**src/rtl/rng_arbiter.sv**
```systemverilog
// Round-robin arbiter sharing one 32-bit Fibonacci LFSR among NUM_REQ requesters.
// Define RNG_SYMMETRIC_EN to deliver nibble 4'b1000 as 0 (range -7..+7).
`timescale 1ns/1ps
module rng_arbiter #(
  parameter int          NUM_REQ     = 4,
  parameter int          STIR_CYCLES = 4,
  parameter logic [31:0] SEED        = 32'hAEAF696C
) (
  input  logic               clock,
  input  logic               reset_n,
  input  logic [NUM_REQ-1:0] req,
  input  logic               seed_load,
  input  logic [31:0]        seed_value,
  output logic               busy,
  output logic [2:0]         gnt_id,
  output logic               rnd_valid,
  output logic [31:0]        rnd_data
);

  localparam int                CNT_W    = $clog2(STIR_CYCLES);
  localparam logic [CNT_W-1:0]  CNT_LAST = CNT_W'(STIR_CYCLES - 1);
  localparam logic [2:0]        LAST_ID  = 3'(NUM_REQ - 1);

  typedef enum logic [1:0] {IDLE, STIR, DELIVER} state_t;

  state_t           state_reg, state_next;
  logic [31:0]      lfsr_reg, lfsr_next;
  logic [CNT_W-1:0] cnt_reg, cnt_next;
  logic [2:0]       rr_ptr_reg, rr_ptr_next;
  logic [2:0]       gnt_reg, gnt_next;
  logic             valid_reg, valid_next;
  logic [31:0]      data_reg, data_next;

  logic [7:0]         req_pad;
  logic [NUM_REQ-1:0] rot_req;
  logic [2:0]         rot_idx [NUM_REQ];
  logic               pick_valid;
  logic [2:0]         pick_id;
  logic [31:0]        lfsr_shift;
  logic [3:0]         nib_out;

  assign req_pad    = 8'(req);
  assign lfsr_shift = {lfsr_reg[30:0], lfsr_reg[31] ^ lfsr_reg[6] ^ lfsr_reg[5] ^ lfsr_reg[1]};

  // Requests rotated so that offset 0 is the current round-robin pointer.
  genvar gi;
  generate
    for (gi = 0; gi < NUM_REQ; gi++) begin : g_rot
      logic [3:0] pos;
      assign pos          = {1'b0, rr_ptr_reg} + 4'(gi);
      assign rot_idx[gi]  = (pos >= 4'(NUM_REQ)) ? 3'(pos - 4'(NUM_REQ)) : pos[2:0];
      assign rot_req[gi]  = req_pad[rot_idx[gi]];
    end
  endgenerate

  always_comb begin
    pick_valid = 1'b0;
    pick_id    = '0;
    for (int i = NUM_REQ - 1; i >= 0; i--) begin
      if (rot_req[i]) begin
        pick_valid = 1'b1;
        pick_id    = rot_idx[i];
      end
    end
  end

  always_comb begin
    nib_out = lfsr_shift[3:0];
`ifdef RNG_SYMMETRIC_EN
    if (lfsr_shift[3:0] == 4'b1000) nib_out = 4'b0000;
`endif
  end

  always_comb begin
    state_next  = state_reg;
    lfsr_next   = lfsr_reg;
    cnt_next    = cnt_reg;
    rr_ptr_next = rr_ptr_reg;
    gnt_next    = gnt_reg;
    valid_next  = 1'b0;
    data_next   = data_reg;
    case (state_reg)
      IDLE: begin
        if (pick_valid) begin
          gnt_next   = pick_id;
          cnt_next   = CNT_LAST;
          state_next = STIR;
        end
      end
      STIR: begin
        lfsr_next = lfsr_shift;
        // An aborted grant keeps its shifts but leaves the pointer alone.
        if (!req_pad[gnt_reg]) begin
          state_next = IDLE;
        end else if (seed_load) begin
          cnt_next = CNT_LAST;
        end else if (cnt_reg == '0) begin
          state_next = DELIVER;
          valid_next = 1'b1;
          data_next  = {{28{nib_out[3]}}, nib_out};
        end else begin
          cnt_next = cnt_reg - 1'b1;
        end
      end
      DELIVER: begin
        rr_ptr_next = (gnt_reg == LAST_ID) ? 3'd0 : gnt_reg + 3'd1;
        state_next  = IDLE;
      end
      default: state_next = IDLE;
    endcase
    // A zero seed would lock the LFSR, so it falls back to SEED.
    if (seed_load) lfsr_next = (seed_value == 32'd0) ? SEED : seed_value;
  end

  always_ff @(posedge clock or negedge reset_n) begin
    if (!reset_n) begin
      state_reg  <= IDLE;
      lfsr_reg   <= SEED;
      cnt_reg    <= '0;
      rr_ptr_reg <= '0;
      gnt_reg    <= '0;
      valid_reg  <= 1'b0;
      data_reg   <= '0;
    end else begin
      state_reg  <= state_next;
      lfsr_reg   <= lfsr_next;
      cnt_reg    <= cnt_next;
      rr_ptr_reg <= rr_ptr_next;
      gnt_reg    <= gnt_next;
      valid_reg  <= valid_next;
      data_reg   <= data_next;
    end
  end

  assign busy      = (state_reg != IDLE);
  assign gnt_id    = gnt_reg;
  assign rnd_valid = valid_reg;
  assign rnd_data  = data_reg;

endmodule

```
**config.mk**
```make
export PLATFORM = sky130hd
export DESIGN_NAME = rng_arbiter
export DESIGN_NICKNAME = d
export VERILOG_FILES = /design/src/rtl/rng_arbiter.sv
export SDC_FILE = /design/constraint.sdc
export NUM_CORES = 1
export LEC_CHECK = 0
export CORE_AREA = 2 2 80 90
export CTS_CLUSTER_SIZE = 28
export DETAILED_ROUTE_END_ITERATION = 8
export DIE_AREA = 0 0 82 92
export PLACE_DENSITY = 0.75
export REMOVE_ABC_BUFFERS = 1
export SYNTH_ARGS = -nofsm -noshare
export SYNTH_HDL_FRONTEND = slang
export SYNTH_SLANG_ARGS = --single-unit
```
**constraint.sdc**
```tcl
create_clock -name clock -period 2.3 [get_ports clock]
set_clock_uncertainty 0.1 [all_clocks]
set_input_delay 0.23 -clock clock [delete_from_list [all_inputs] [get_ports clock]]
set_output_delay 0.23 -clock clock [all_outputs]
set_load 0.02 [all_outputs]
```
After elaboration in Yosys (flattened, before gate mapping)
Cells that the tools add are included.

$add $sub $neg: 9. Magnitude comparators: 9. Equality and inequality tests: 8. Multiplexer cells: 40. Bitwise operators: 4. Reductions and logical operators: 10.

Operator list (number): $mux W32 (3); $logic_not A32 Y1 (1); $mux W3 (9); $lt A3 B4 Y1 const B (5); $mux W2 (8); $bmux W1 S3 (5); $mux W1 (13); $ge A4 B3 Y1 const B (3); $sub A3 B3 Y3 const B (4); $ne A3 B3 Y1 const B (3); $add A3 B2 Y4 const B (2); $pmux W2 S2 (2); $reduce_and A4 Y1 (2); $reduce_bool A2 Y1 (3); $add A3 B1 Y4 const B (1); $logic_not A2 Y1 (2); $ne A2 B2 Y1 const B (2); $add A3 B1 Y3 const B (1); $eq A3 B2 Y1 const B (1); $ge A3 B3 Y1 const B (1); $reduce_and A3 Y1 (1); $xor A1 B1 Y1 (3); $eq A2 B1 Y1 const B (1); $eq A2 B2 Y1 const B (1); 3 further kinds (3).

Bits in registers: 47. Word-level logic and storage cells: 87.

Depth between registers and ports, before layout
Gate-level depths: netlist (run 1).

Depth after elaboration: 11. Gate-level depth with buffers: 10. Mapped depth without buffers: 8.

Least setup slack after synthesis (run 1)
No wires, ideal clock.

Path type: reg-to-reg. Start: register rr_ptr_reg[1]. End: register cnt_reg[0]. Setup time: 125 ps. Arrival time: 2177 ps. Required time: 2075 ps. Slack: -102 ps. Stages on the path, launching flop included: 11. Path buffers: 2. Path through: dfrtp_1 -> clkbuf_1 -> inv_1 -> ha_1 -> buf_2 -> mux4_2 -> nand2_2 -> a31oi_4 -> nor2_4 -> nand2_4 -> mux2_4.

Longest elaborated chain between the ends: 11.

Ends and longest elaborated chain: start: declaration (RTL line 29) `logic [2:0] rr_ptr_reg, rr_ptr_next;`; start signal: assignment (RTL line 128) `rr_ptr_reg <= rr_ptr_next;`; $add A3 B2 Y4 (RTL line 50) `assign pos = {1'b0, rr_ptr_reg} + 4'(gi);`; $ge A4 B3 Y1 / $sub A3 B3 Y3 (equally long branches) (RTL line 51) `assign rot_idx[gi] = (pos >= 4'(NUM_REQ)) ? 3'(pos - 4'(NUM_REQ)) : pos[2:0];`; $mux W3 (RTL line 51); $bmux W1 S3 (RTL line 52) `assign rot_req[gi] = req_pad[rot_idx[gi]];`; $mux W1 (not written as such) (RTL line 52); $mux W1 (3 in a row) (RTL line 60) `if (rot_req[i]) begin`; $mux W1 (*) (RTL line 60); $ne A2 B2 Y1 (no line) (*); $reduce_and A4 Y1 (no line) (*); end signal: assignment (RTL line 127) `cnt_reg <= cnt_next;`; end: declaration (RTL line 28) `logic [CNT_W-1:0] cnt_reg, cnt_next;`.

Every way passes the cells marked *; elsewhere a longest branch is shown, timed or not. The select of a mux whose other input is x is not followed. A chain may end at the register's enable or synchronous reset.

Worst setup path after layout (run 1)
Start: register rr_ptr_reg[0]. End: register cnt_reg[1].

Same word-level chain as after synthesis.

==> run_results.csv, run 1 <==
group,metric,value,unit
outcome,status,"finished, final reports clean",
critical_path,reg2reg_from,"rr_ptr_reg[0]",
synth,async_flop_share,100.0,%
min_path,hp-class,"primary input to flop",
pwr,p_sw,1.381,mW
route,drt-initial-drc-count,184,
place,io_buffers,75,
critical_path,critical-path-max-stage-delay,370,ps
flow_run,drv_cap,0,
layout,area_delta_synth_final,28.02,%
place,post-place-ws,72.52,ps
route,drc,0,
pwr,ir_drop,667.7,uV
synth,synth_flop_cell,"dfrtp_1",
clocking,cts_tree,"yes",
pwr,pwr-share-comb,48.4,%
synth,synthCells,308,
critical_path,r2r-end,"cnt_reg[1]",
synth,yosysWarnings,0,
global_route,antenna_found_initial,0,
die,rows,32,
synth,ys_ff_latch,47,
critical_path,reg2reg_slack,130,ps
timing,slew_viol_final,0,
clocking,clock-sinks,47,
layout,layout_commonest_cell,"clkdlybuf4s50_1",
critical_path,worstPathCellList,"inv_1 > ha_1 > mux4_2 > nand2_2 > a31oi_4 > nor2_4 > nand2_4 > mux2_4",
route,dr.pass1.iters,4,
global_route,grt_start_max_net_pins,48,
pwr,seqPwrFrac,32.9,%
layout,largest_reg_flops,32,
die,die_area,7544,sq um
clocking,numCtsBuffers,5,
pwr,powerDensity,1044,nW/um^2
layout,finalNetCount,399,
synth,synthesis.area,2849,sq um
global_route,grt_use_total,17.06,%
critical_path,startpoint_type,"flop",
route,vias,2313,
critical_path,critical_path_buf_inv_count,1,
synth,synth.area.top_cells,"dfrtp_1 25%, dfstp_2 18%, buf_4 7.6%",
die,die-width,82,um
clocking,ctsHtreeMaxLevel,2,
critical_path,end_kind,"flop",
critical_path,slowest_stage,"ha_1",
pwr,swShare,36.27,%
synth,yosysSeqAreaShare,42.12,%
synth,synth-edff-count,0,
layout,instances_no_fill,442,
route,ant_nets,0,
critical_path,cp_data_required_time,2390,ps
global_route,first_global_vias,2120,
synth,yosysUniqueCellTypes,47,
synth,synth_top_cell_by_area,"dfrtp_1",
die,core,6726,sq um
timing,setup_ws,134.5,ps
critical_path,critPathKind,"flop to flop",
timing,rsz0062_at_grt,"no",
global_route,overflow,0,
layout,final_cell_mix,"73 x clkdlybuf4s50_1, 33 x nand2_1, 28 x dfrtp_1",
pwr,p_leak,1.465,nW
clocking,root_buffer,"clkbuf_8",
place,routabilityCongestion,0.9078,
layout,drive_above_1_share,14.57,%
synth,yosysTopAreaCellShare,24.59,%
synth,syn_avg_cell_area,9.250,sq um
global_route,grt_pass1_wl,10.04,mm
layout,multi_input_area,1318,sq um
clocking,insertion_delay,300,ps
layout,regArea,1200,sq um
critical_path,ff2ff_path_depth,8,
timing,period_needed,2165,ps
die,die_h,92,um
die,start_util,42.35,%
clocking,clockBufferDepth,2,
timing,finalHoldViolCount,0,
pwr,p_int,2.427,mW
route,viasPerCell,5.233,
timing,slew_headroom,66.68,%
clocking,path_clk_slew,90,ps
min_path,hold_depth,3,
critical_path,critPathMaxFanout,5,
place,dp_hpwl,4.483,mm
place,dp_cells,433,
critical_path,arrival,2260,ps
timing,fmaxAchievable,461.8,MHz
critical_path,cp_top_family,"multiplexers",
min_path,hp-start,"seed_load",
route,wl_per_cell,14.13,um
timing,fin_crit_sh,94.15,%
route,finalWirelength,6.247,mm
pwr,pwr-share-clk,18.6,%
layout,antenna_cells,0,
layout,nFillCells,608,
timing,finalSetupViolations,0,
die,num_io_pins,76,
timing,worst_slew_pin_slew,487.2,ps
min_path,holdPathEnd,"lfsr_reg[0]",
layout,post-route-util,54.22,%
## layer usage
metal | wire, um | global-route usage [%] | share of wire, %
met1 | 2723 | 22.16 | 44
met2 | 3152 | 27.51 | 50
met3 | 315 | 3.051 | 5.0
met4 | 55 | 7.361 | 0.88
met5 | 0 | 0 | 0
## worst register-to-register path, stage by stage, from the launching register on
cell and delay (ps):
dfrtp_1 360, inv_1 70, ha_1 370, mux4_2 370, nand2_2 120, a31oi_4 100, nor2_4 180, nand2_4 80
mux2_4 300
## worst max path at each step
| stage | from | endpoint | cells past startpoint |
|---|---|---|---|
| after detailed placement | req[2] | cnt_reg[0] | 7 |
| after floorplan | rnd_data[3] | rnd_data[3] | 2 |
| after CTS | rr_ptr_reg[0] | cnt_reg[1] | 8 |
| after global placement | req[2] | cnt_reg[1] | 7 |
| after global routing | rr_ptr_reg[0] | cnt_reg[1] | 7 |
| final | rr_ptr_reg[0] | cnt_reg[1] | 8 |
## through the flow
stage | power, mW | hold WS, ps | TNS [ps] | area [sq um]
after floorplan | 2.449 | -165.6 | -54050 | 2552
final | 3.808 | 292.7 | 0 | 3647
after detailed placement | 3.117 | 129.4 | 0 | 3505
after global routing | 4.055 | 319.8 | 0 | 3647
after global placement | 3.073 | 129.0 | 0 | 3505
after CTS | 3.839 | 291.7 | 0 | 3647
## logic make-up (layout without fill, tap and decap cells)
| group | after synthesis | in the layout | share of synthesized area, % |
|---|---|---|---|
| and+or+nand+nor | 102 | 102 | 17.79 |
| AOI/OAI and AO/OA | 75 | 75 | 17.26 |
| buffers and inverters | 57 | 106 | 11.73 |
| DFF | 47 | 47 | 42.12 |
| muxes | 20 | 20 | 8.432 |
| adders and majority gates | 4 | 4 | 1.757 |
| xor gates and xnor gates | 3 | 3 | 0.9224 |
## synth_stat cells, types with 8 or more instances
master	instances
nand2_1	33
buf_4	29
dfrtp_1	28
a21oi_1	23
nor2_1	23
and2_1	20
a211oi_1	19
dfstp_2	19
o21ai_0	15
mux2i_1	14
clkbuf_1	13
inv_1	9
nor4_1	8
## what timing repair did
item / CTS / global route
hold buffers: 1 / 0
resized for setup: 0 / 0
setup buffers: 0 / 0
hold endpoints to repair: 28 / 0
## power groups by stage
stage	Combinational, mW	Sequential (mW)	Clock (mW)
after floorplan	0.920	1.53	0
after global placement	1.82	1.26	0
after detailed placement	1.85	1.27	0
after CTS	1.86	1.26	0.725
after global routing	2.00	1.29	0.769
final	1.84	1.25	0.709
## layout make-up
class / instances / share of cell area [%]
clock inverter: 2 / 1.647
inverter: 10 / 1.029
multi-input combinational: 204 / 36.12
timing repair buffer: 88 / 23.40
clock buffer: 6 / 1.990
sequential: 47 / 32.90
tap: 85 / 2.916
No activity file was read; power rests on OpenSTA's default activity.
==> run 2, diff against run 1 <==
--- a/config.mk
+++ b/config.mk
@@ -11,6 +11,7 @@
 export DIE_AREA = 0 0 82 92
 export PLACE_DENSITY = 0.75
 export REMOVE_ABC_BUFFERS = 1
+export SLEW_MARGIN = 5
 export SYNTH_ARGS = -nofsm -noshare
 export SYNTH_HDL_FRONTEND = slang
 export SYNTH_SLANG_ARGS = --single-unit
==> results of run 2 <==
The final DEF is identical to that of run 1; final timing and power are the same.
